File: src/rtl/vga_pkg.sv
// Shared VGA timing constants and helpers used by the timing generator and its delay line.
package vga_pkg;

    localparam int unsigned CNT_W   = 10;
    localparam int unsigned FRAME_W = 8;

    localparam int unsigned H_VISIBLE_DEF = 640;
    localparam int unsigned H_FRONT_DEF   = 16;
    localparam int unsigned H_SYNC_DEF    = 96;
    localparam int unsigned H_BACK_DEF    = 48;
    localparam int unsigned V_VISIBLE_DEF = 480;
    localparam int unsigned V_FRONT_DEF   = 10;
    localparam int unsigned V_SYNC_DEF    = 2;
    localparam int unsigned V_BACK_DEF    = 33;
    localparam int unsigned SYNC_DLY_DEF  = 1;

    // First and last counter value of the sync pulse within a line or frame.
    function automatic int unsigned sync_start(int unsigned visible, int unsigned front);
        return visible + front;
    endfunction

    function automatic int unsigned sync_end(int unsigned visible, int unsigned front,
                                             int unsigned sync);
        return visible + front + sync - 1;
    endfunction

    function automatic int unsigned timing_total(int unsigned visible, int unsigned front,
                                                 int unsigned sync, int unsigned back);
        return visible + front + sync + back;
    endfunction

    localparam int unsigned H_TOTAL_DEF =
        timing_total(H_VISIBLE_DEF, H_FRONT_DEF, H_SYNC_DEF, H_BACK_DEF);
    localparam int unsigned V_TOTAL_DEF =
        timing_total(V_VISIBLE_DEF, V_FRONT_DEF, V_SYNC_DEF, V_BACK_DEF);
    localparam int unsigned H_SYNC_START_DEF = sync_start(H_VISIBLE_DEF, H_FRONT_DEF);
    localparam int unsigned H_SYNC_END_DEF   = sync_end(H_VISIBLE_DEF, H_FRONT_DEF, H_SYNC_DEF);
    localparam int unsigned V_SYNC_START_DEF = sync_start(V_VISIBLE_DEF, V_FRONT_DEF);
    localparam int unsigned V_SYNC_END_DEF   = sync_end(V_VISIBLE_DEF, V_FRONT_DEF, V_SYNC_DEF);

    // Active-low sync pair carried through the delay line.
    typedef struct packed {
        logic hs;
        logic vs;
    } sync_t;

endpackage

File: src/rtl/vga_sync_delay.sv
// Delays the registered hs/vs pair by DEPTH pixel clocks; resets to inactive (all 1s).
module vga_sync_delay
    import vga_pkg::*;
#(
    parameter int unsigned DEPTH = SYNC_DLY_DEF
) (
    input  logic  vga_clk,
    input  logic  reset_n,
    input  sync_t sync_in,
    output sync_t sync_out
);

    if (DEPTH == 0) begin : g_pass
        assign sync_out = sync_in;
    end else begin : g_shift
        sync_t [DEPTH-1:0] stage;

        always_ff @(posedge vga_clk or negedge reset_n) begin
            if (!reset_n) begin
                stage <= '1;
            end else begin
                stage[0] <= sync_in;
                for (int i = 1; i < int'(DEPTH); i++) begin
                    stage[i] <= stage[i-1];
                end
            end
        end

        assign sync_out = stage[DEPTH-1];
    end

endmodule

File: src/rtl/vga_timing_gen.sv
// Free-running VGA raster counters with blank, delayed active-low syncs and a frame counter.
module vga_timing_gen
    import vga_pkg::*;
#(
    parameter int unsigned H_VISIBLE = H_VISIBLE_DEF,
    parameter int unsigned H_FRONT   = H_FRONT_DEF,
    parameter int unsigned H_SYNC    = H_SYNC_DEF,
    parameter int unsigned H_BACK    = H_BACK_DEF,
    parameter int unsigned V_VISIBLE = V_VISIBLE_DEF,
    parameter int unsigned V_FRONT   = V_FRONT_DEF,
    parameter int unsigned V_SYNC    = V_SYNC_DEF,
    parameter int unsigned V_BACK    = V_BACK_DEF,
    parameter int unsigned SYNC_DLY  = SYNC_DLY_DEF
) (
    input  logic               vga_clk,
    input  logic               reset_n,
    output logic [CNT_W-1:0]   DrawX,
    output logic [CNT_W-1:0]   DrawY,
    output logic               blank,
    output logic               hs,
    output logic               vs,
    output logic               frame_start,
    output logic [FRAME_W-1:0] frame_cnt
);

    localparam int unsigned H_TOTAL = timing_total(H_VISIBLE, H_FRONT, H_SYNC, H_BACK);
    localparam int unsigned V_TOTAL = timing_total(V_VISIBLE, V_FRONT, V_SYNC, V_BACK);

    localparam logic [CNT_W-1:0] H_LAST     = CNT_W'(H_TOTAL - 1);
    localparam logic [CNT_W-1:0] V_LAST     = CNT_W'(V_TOTAL - 1);
    localparam logic [CNT_W-1:0] H_VIS_END  = CNT_W'(H_VISIBLE);
    localparam logic [CNT_W-1:0] V_VIS_END  = CNT_W'(V_VISIBLE);
    localparam logic [CNT_W-1:0] HS_START   = CNT_W'(sync_start(H_VISIBLE, H_FRONT));
    localparam logic [CNT_W-1:0] HS_END     = CNT_W'(sync_end(H_VISIBLE, H_FRONT, H_SYNC));
    localparam logic [CNT_W-1:0] VS_START   = CNT_W'(sync_start(V_VISIBLE, V_FRONT));
    localparam logic [CNT_W-1:0] VS_END     = CNT_W'(sync_end(V_VISIBLE, V_FRONT, V_SYNC));

    logic [CNT_W-1:0] x_nxt_c;
    logic [CNT_W-1:0] y_nxt_c;
    logic             blank_nxt_c;
    logic             frame_hit_c;
    sync_t            raw_nxt_c;
    sync_t            raw_sync;
    sync_t            sync_dly;

    // Next-state raster position; every registered output is derived from it so all align.
    always_comb begin
        x_nxt_c     = DrawX + CNT_W'(1);
        y_nxt_c     = DrawY;
        if (DrawX == H_LAST) begin
            x_nxt_c = '0;
            y_nxt_c = (DrawY == V_LAST) ? '0 : DrawY + CNT_W'(1);
        end
        blank_nxt_c  = (x_nxt_c < H_VIS_END) && (y_nxt_c < V_VIS_END);
        frame_hit_c  = (x_nxt_c == '0) && (y_nxt_c == '0);
        raw_nxt_c.hs = !((x_nxt_c >= HS_START) && (x_nxt_c <= HS_END));
        raw_nxt_c.vs = !((y_nxt_c >= VS_START) && (y_nxt_c <= VS_END));
    end

    always_ff @(posedge vga_clk or negedge reset_n) begin
        if (!reset_n) begin
            DrawX       <= '0;
            DrawY       <= '0;
            blank       <= 1'b0;
            frame_start <= 1'b0;
            frame_cnt   <= '0;
            raw_sync    <= '1;
        end else begin
            DrawX       <= x_nxt_c;
            DrawY       <= y_nxt_c;
            blank       <= blank_nxt_c;
            frame_start <= frame_hit_c;
            raw_sync    <= raw_nxt_c;
            if (frame_hit_c) begin
                frame_cnt <= frame_cnt + FRAME_W'(1);
            end
        end
    end

    // Extra sync latency to line hs/vs up with a pipelined pixel path.
    vga_sync_delay #(
        .DEPTH (SYNC_DLY)
    ) u_sync_delay (
        .vga_clk  (vga_clk),
        .reset_n  (reset_n),
        .sync_in  (raw_sync),
        .sync_out (sync_dly)
    );

    assign hs = sync_dly.hs;
    assign vs = sync_dly.vs;

endmodule
File: config.mk
export PLATFORM = sky130hd
export DESIGN_NAME = vga_timing_gen
export DESIGN_NICKNAME = d
export VERILOG_FILES = /design/src/rtl/vga_pkg.sv /design/src/rtl/vga_sync_delay.sv /design/src/rtl/vga_timing_gen.sv
export SDC_FILE = /design/constraint.sdc
export NUM_CORES = 1
export LEC_CHECK = 0
export CORE_MARGIN = 2
export CORE_UTILIZATION = 45
export DETAILED_ROUTE_END_ITERATION = 10
export PLACE_DENSITY = 0.76
export SYNTH_ARGS = -nofsm -noshare
export SYNTH_HDL_FRONTEND = slang
export SYNTH_HIERARCHICAL = 1
export SYNTH_SLANG_ARGS = --single-unit
File: constraint.sdc
create_clock -name vga_clk -period 5.2 [get_ports vga_clk]
set_clock_uncertainty 0.05 [all_clocks]
set_input_delay 0.52 -clock vga_clk [delete_from_list [all_inputs] [get_ports vga_clk]]
set_output_delay 0.52 -clock vga_clk [all_outputs]
set_load 0.01 [all_outputs]
; Word level (Yosys, flattened, before mapping)
; Index checks and enable logic that the tools add are counted.
[totals]
reg_bits = 34
latchBits = 0
mem_bits_rw = 0
rom_bits = 0
output_inout_bits = 32
word_cells = 31
n_memories = 0
[classes]
add_sub_neg = 3
multipliers = 0
n_div = 0
n_lt_le_gt_ge = 6
n_eq_ne = 2
n_shift = 0
n_mux = 3
bitwise = 0
reduce_logical = 8
[op_table]
columns = operator, count
row1 = $mux W10, 3
row2 = $add A10 B1 Y10 const B, 2
row3 = $eq A10 B10 Y1 const B, 2
row4 = $logic_not A10 Y1, 2
row5 = $ge A10 B10 Y1 const B, 1
row6 = $ge A10 B9 Y1 const B, 1
row7 = $le A10 B10 Y1 const B, 1
row8 = $le A10 B9 Y1 const B, 1
row9 = $lt A10 B10 Y1 const B, 1
row10 = $lt A10 B9 Y1 const B, 1
row11 = $add A8 B1 Y8 const B, 1
row12 = $logic_and A1 B1 Y1, 4
row13 = $logic_not A1 Y1, 2

; Longest topological paths before layout
[depth]
depth_word = 6
mapped_depth = 10
ltp_nobuf = 9

; Cells and area by module
; The synthesis kept the hierarchy.
[modules_own_cells]
columns = module, n_inst, cells_per_inst, area_each_um2, seq_area_each_um2
row1 = vga_timing_gen, 1, 191, 1853.0, 803.3
row2 = vga_sync_delay, 1, 2, 52.6, 52.6

; Worst setup path after synthesis
; Ideal clock, no wire load.
[synth_path]
path_kind = reg-to-reg
from = reg DrawX[6]
to = reg frame_cnt[1]
arrival_ns = 2.811
path_slack_ns = 2.214
stages_incl_launch_ff = 10
period_less_slack_ns = 2.986
path_cell_list = dfrtp_1 -> buf_2 -> or3b_2 -> nor4_1 -> xnor2_1 -> inv_1 -> or2_2 -> a2111oi_4 -> nand2_4 -> mux2_4
[synth_between]
elab_chain_cells = 4
elab_cells_between_ends = 7
classes_between = add/sub: 1 / eq/ne: 1 / mux: 2 / reduce/logical: 3
[synth_lines]
columns = item, line_no
row1 = from (decl), vga_timing_gen.sv:17  ; output logic [CNT_W-1:0] DrawX,
row2 = from (signal assigned), vga_timing_gen.sv:69  ; DrawX <= x_nxt_c;
row3 = $eq A10 B10 Y1, vga_timing_gen.sv:50  ; if (DrawX == H_LAST) begin
row4 = $mux W10, vga_timing_gen.sv:50
row5 = via y_nxt_c[5], vga_timing_gen.sv:39  ; logic [CNT_W-1:0] y_nxt_c;
row6 = $logic_not A10 Y1, vga_timing_gen.sv:55  ; frame_hit_c = (x_nxt_c == '0) && (y_nxt_c == '0);
row7 = $logic_and A1 B1 Y1, vga_timing_gen.sv:55
row8 = to (signal assigned), vga_timing_gen.sv:75  ; frame_cnt <= frame_cnt + FRAME_W'(1);
row9 = to (decl), vga_timing_gen.sv:23  ; output logic [FRAME_W-1:0] frame_cnt
; The timed path passes the listed nets, and every way through them passes these cells.
; A chain may end at the register's enable or synchronous reset.

; Worst setup path in the final report
[layout_path]
from = reg DrawX[0]
to = reg frame_cnt[1]
; Same word-level chain as after synthesis.

==> results.py <==
metrics = {
    "global_route": {
        "grt-ovfl-total": 0,
        "track_usage_pct": 18.98,
        "grt_max_degree": 35,
        "grt_pass1_vias": 1511,
        "grt_util_met3_pct": 5.409,
        "antenna_found_initial": 0,
        "grt_first_pass_wirelength_um": 7245,
        "busiest_layer": "met2",
        "use_met1_pct": 24.95,
        "use_met2_pct": 28.85,
    },
    "power": {
        "seqPwrFrac_pct": 46.1,
        "netSwitchingPower_mw": 0.1032,
        "internal-power_mw": 0.4701,
        "pwr-share-clk_pct": 52.8,
        "ir_worst_vdd_uv": 150.0,
        "power_density_mw_per_mm2": 239.9,
        "leakagePower_nw": 1.019,
        "combPwrFrac_pct": 1.1,
        "p_sw_share_pct": 18.01,
        "total_power_mw": 0.5733,
    },
    "clock_network": {
        "root_buffer": "clkbuf_8",
        "post_cts_resized": 0,
        "clk_transition_reported_paths_ps": 70,
        "cts_tree": "done",
        "clock_path_buffers": 2,
        "clock_latency_ps": 300,
        "ctsHoldBuffers": 0,
        "cts_sinks": 34,
        "htreeDepth": 2,
        "post-cts-setup-buffers": 0,
        "cts_buffers": 5,
    },
    "setup_path": {
        "r2r_slack_ps": 2080,
        "worst-endpoint-arrival_ps": 3260,
        "r2r_end": "frame_cnt[1]$_DFFE_PN0P_",
        "crit_type": "flip-flop to flip-flop",
        "startpoint": "DrawX[0]$_DFF_PN0_",
        "crit_path_end_kind": "flip-flop",
        "r2r_start": "DrawX[0]$_DFF_PN0_",
        "cp.required_ps": 5330,
        "worstSetupStartpointType": "flip-flop",
        "crit_fanout": 7,
        "reg2reg_depth": 9,
    },
    "placed_design": {
        "dp_hpwl_um": 2944,
        "numPortBuffers": 33,
        "place_inst": 268,
        "place_area_mm2": 0.002247,
        "gp_congestion": 0.9082,
    },
    "sta": {
        "maxSlewHeadroom_pct": 65.85,
        "finalSetupTns_ps": 0,
        "fin_crit_sh_pct": 60.05,
        "rsz0062_at_grt": "false",
        "setup_viol": 0,
        "layout_min_cycle_time_ps": 3123,
        "maxSlewViolCount": 0,
        "hold_viol_final": 0,
        "fmax_mhz": 320.2,
        "worst_pin_slew_ps": 512.2,
    },
    "logic_synthesis": {
        "synth_area_leaders": "dfrtp_1 (39%), dfstp_2 (5.5%), xnor2_1 (5.5%)",
        "synth_common_cells": "dfrtp_1 (30), nand3_1 (19), nand2_1 (12), xnor2_1 (12)",
        "syn_inst": 193,
        "synthFlopType": "dfrtp_1",
        "ys_seq_elements": 34,
        "synth_edf_count": 0,
        "yosys_warnings": 6,
        "async_reset_ff_share_pct": 100.0,
        "ys_types": 46,
        "ys_seq_area_share_pct": 44.91,
        "yosys.area.top_type_share_pct": 39.40,
        "syn_area_per_cell_um2": 9.873,
        "post-synth-top-area-cell": "dfrtp_1",
        "synthesis.nets": 200,
        "yosysMostFrequentCell": "dfrtp_1",
        "syn-cell-area_mm2": 0.001906,
    },
    "status": {
        "status": "complete, no violations",
    },
    "final_layout": {
        "fin_cells": 276,
        "seq_area_um2": 855.8,
        "drive_above_1_share_pct": 12.39,
        "num_antenna_cells": 0,
        "postLayoutCoreUtil_pct": 59.32,
        "area_growth_pct": 25.41,
        "n_fill_cell": 368,
        "multiInputGateArea_um2": 949.7,
        "nNetsFinal": 232,
        "stdcell_area_mm2": 0.002390,
    },
    "min_path": {
        "hold_path.class": "flip-flop to flip-flop",
        "whs_path_depth": 0,
        "whs_endpoint": "u_sync_delay/sync_out[1]$_DFF_PN1_",
        "worstHoldStart": "raw_sync[1]$_DFF_PN1_",
    },
    "die": {
        "initial_core_util_pct": 47.30,
        "core_area_mm2": 0.004029,
        "die_h_um": 69.08,
        "ios": 34,
        "row_count": 23,
        "die-width_um": 69.08,
        "die_area_mm2": 0.004771,
    },
    "routing": {
        "vias": 1555,
        "initialDrtViolationCount": 153,
        "first_pass_iters": 4,
        "drc": 0,
        "detail-route-antenna-nets": 0,
        "viasPerCell": 5.634,
        "wl_per_cell_um": 15.06,
        "drt_wl_total_um": 4157,
    },
    "job": {
        "drv_cap": 0,
    },
}
layout by cell type, fill, tap and decap left out, drive strengths merged, types with 2 or more instances in the layout:
cell,n
nand2,13
nand3,19
and4,4
inv,11
xor2,7
o21ai,10
nor4,4
ha,5
or3,3
clkbuf,6
a211oi,2
and3,5
dfstp,4
a21oi,3
nor2,11
nor3,7
or2,2
xnor2,12
nand4,8
clkdlybuf4s50,33
or4b,2
bufinv,2
or3b,2
dfrtp,30
a22oi,3
registers in the layout, indices dropped and copies added, names as in the netlist:
name / count
frame_cnt: 8
DrawY: 10
DrawX: 10
frame_start: 1
blank: 1
u_sync_delay/sync_out: 2
raw_sync: 2
layout make-up:
cell class | instances | area share, %
sequential | 34 | 35.81
multi-input combinational | 139 | 39.74
clock buffer | 6 | 3.456
tap | 50 | 2.618
clock inverter | 2 | 2.513
inverter | 11 | 1.728
timing repair buffer | 34 | 14.14
metrics by stage:
stage	hold WS [ps]	worst slack, ps
floorplan	174.4	2214
global placement	295.6	2183
detailed placement	297.6	2126
CTS	307.5	2088
global route	314.3	1879
finish	306.0	2077
per-layer routing:
metal | vias to the layer above | routed length (µm)
li1 | 757 | -
met1 | 756 | 1913
met2 | 34 | 1959
met3 | 8 | 187
met4 | 0 | 97
met5 | - | 0
power groups by stage:
| stage | registers (mW) | clock network (mW) | logic [mW] |
|---|---|---|---|
| 5_1_grt | 0.264 | 0.321 | 0.00759 |
| 3_3_place_gp | 0.269 | 0 | 0.00658 |
| 6_report | 0.265 | 0.303 | 0.00612 |
| 3_5_place_dp | 0.269 | 0 | 0.00665 |
| 2_1_floorplan | 0.270 | 0 | 0.000000426 |
| 4_1_cts | 0.264 | 0.309 | 0.00661 |
kinds of logic (layout without fill, tap and decap cells):
logic type	count (synthesis)	after routing	synth area share [%]
fa+ha+maj	5	5	3.283
flops	34	34	44.91
simple gates	88	88	26.72
buf+inv	20	53	5.252
mux	1	1	0.7877
xor+xnor	19	19	8.733
compound gates	26	26	10.31
how the worst max path moves through the flow:
stage,slack (ps),cells after the start,to
after detailed placement,2130,9,frame_cnt[1]$_DFFE_PN0P_
after global routing,1880,9,frame_cnt[4]$_DFFE_PN0P_
after CTS,2090,9,frame_cnt[1]$_DFFE_PN0P_
after global placement,2180,8,frame_cnt[1]$_DFFE_PN0P_
after floorplan,2210,9,frame_cnt[1]$_DFFE_PN0P_
final,2080,9,frame_cnt[1]$_DFFE_PN0P_
worst max-delay path, stage by stage, from the launching register on:
cell       delay [ps]
dfrtp_1           450
ha_1              300
nand4_1           250
nor4_1            400
xnor2_1           200
inv_1              90
or2_2             320
a2111oi_4         540
nand2_4            90
mux2_4            310
(Power assumes the default switching activity.)
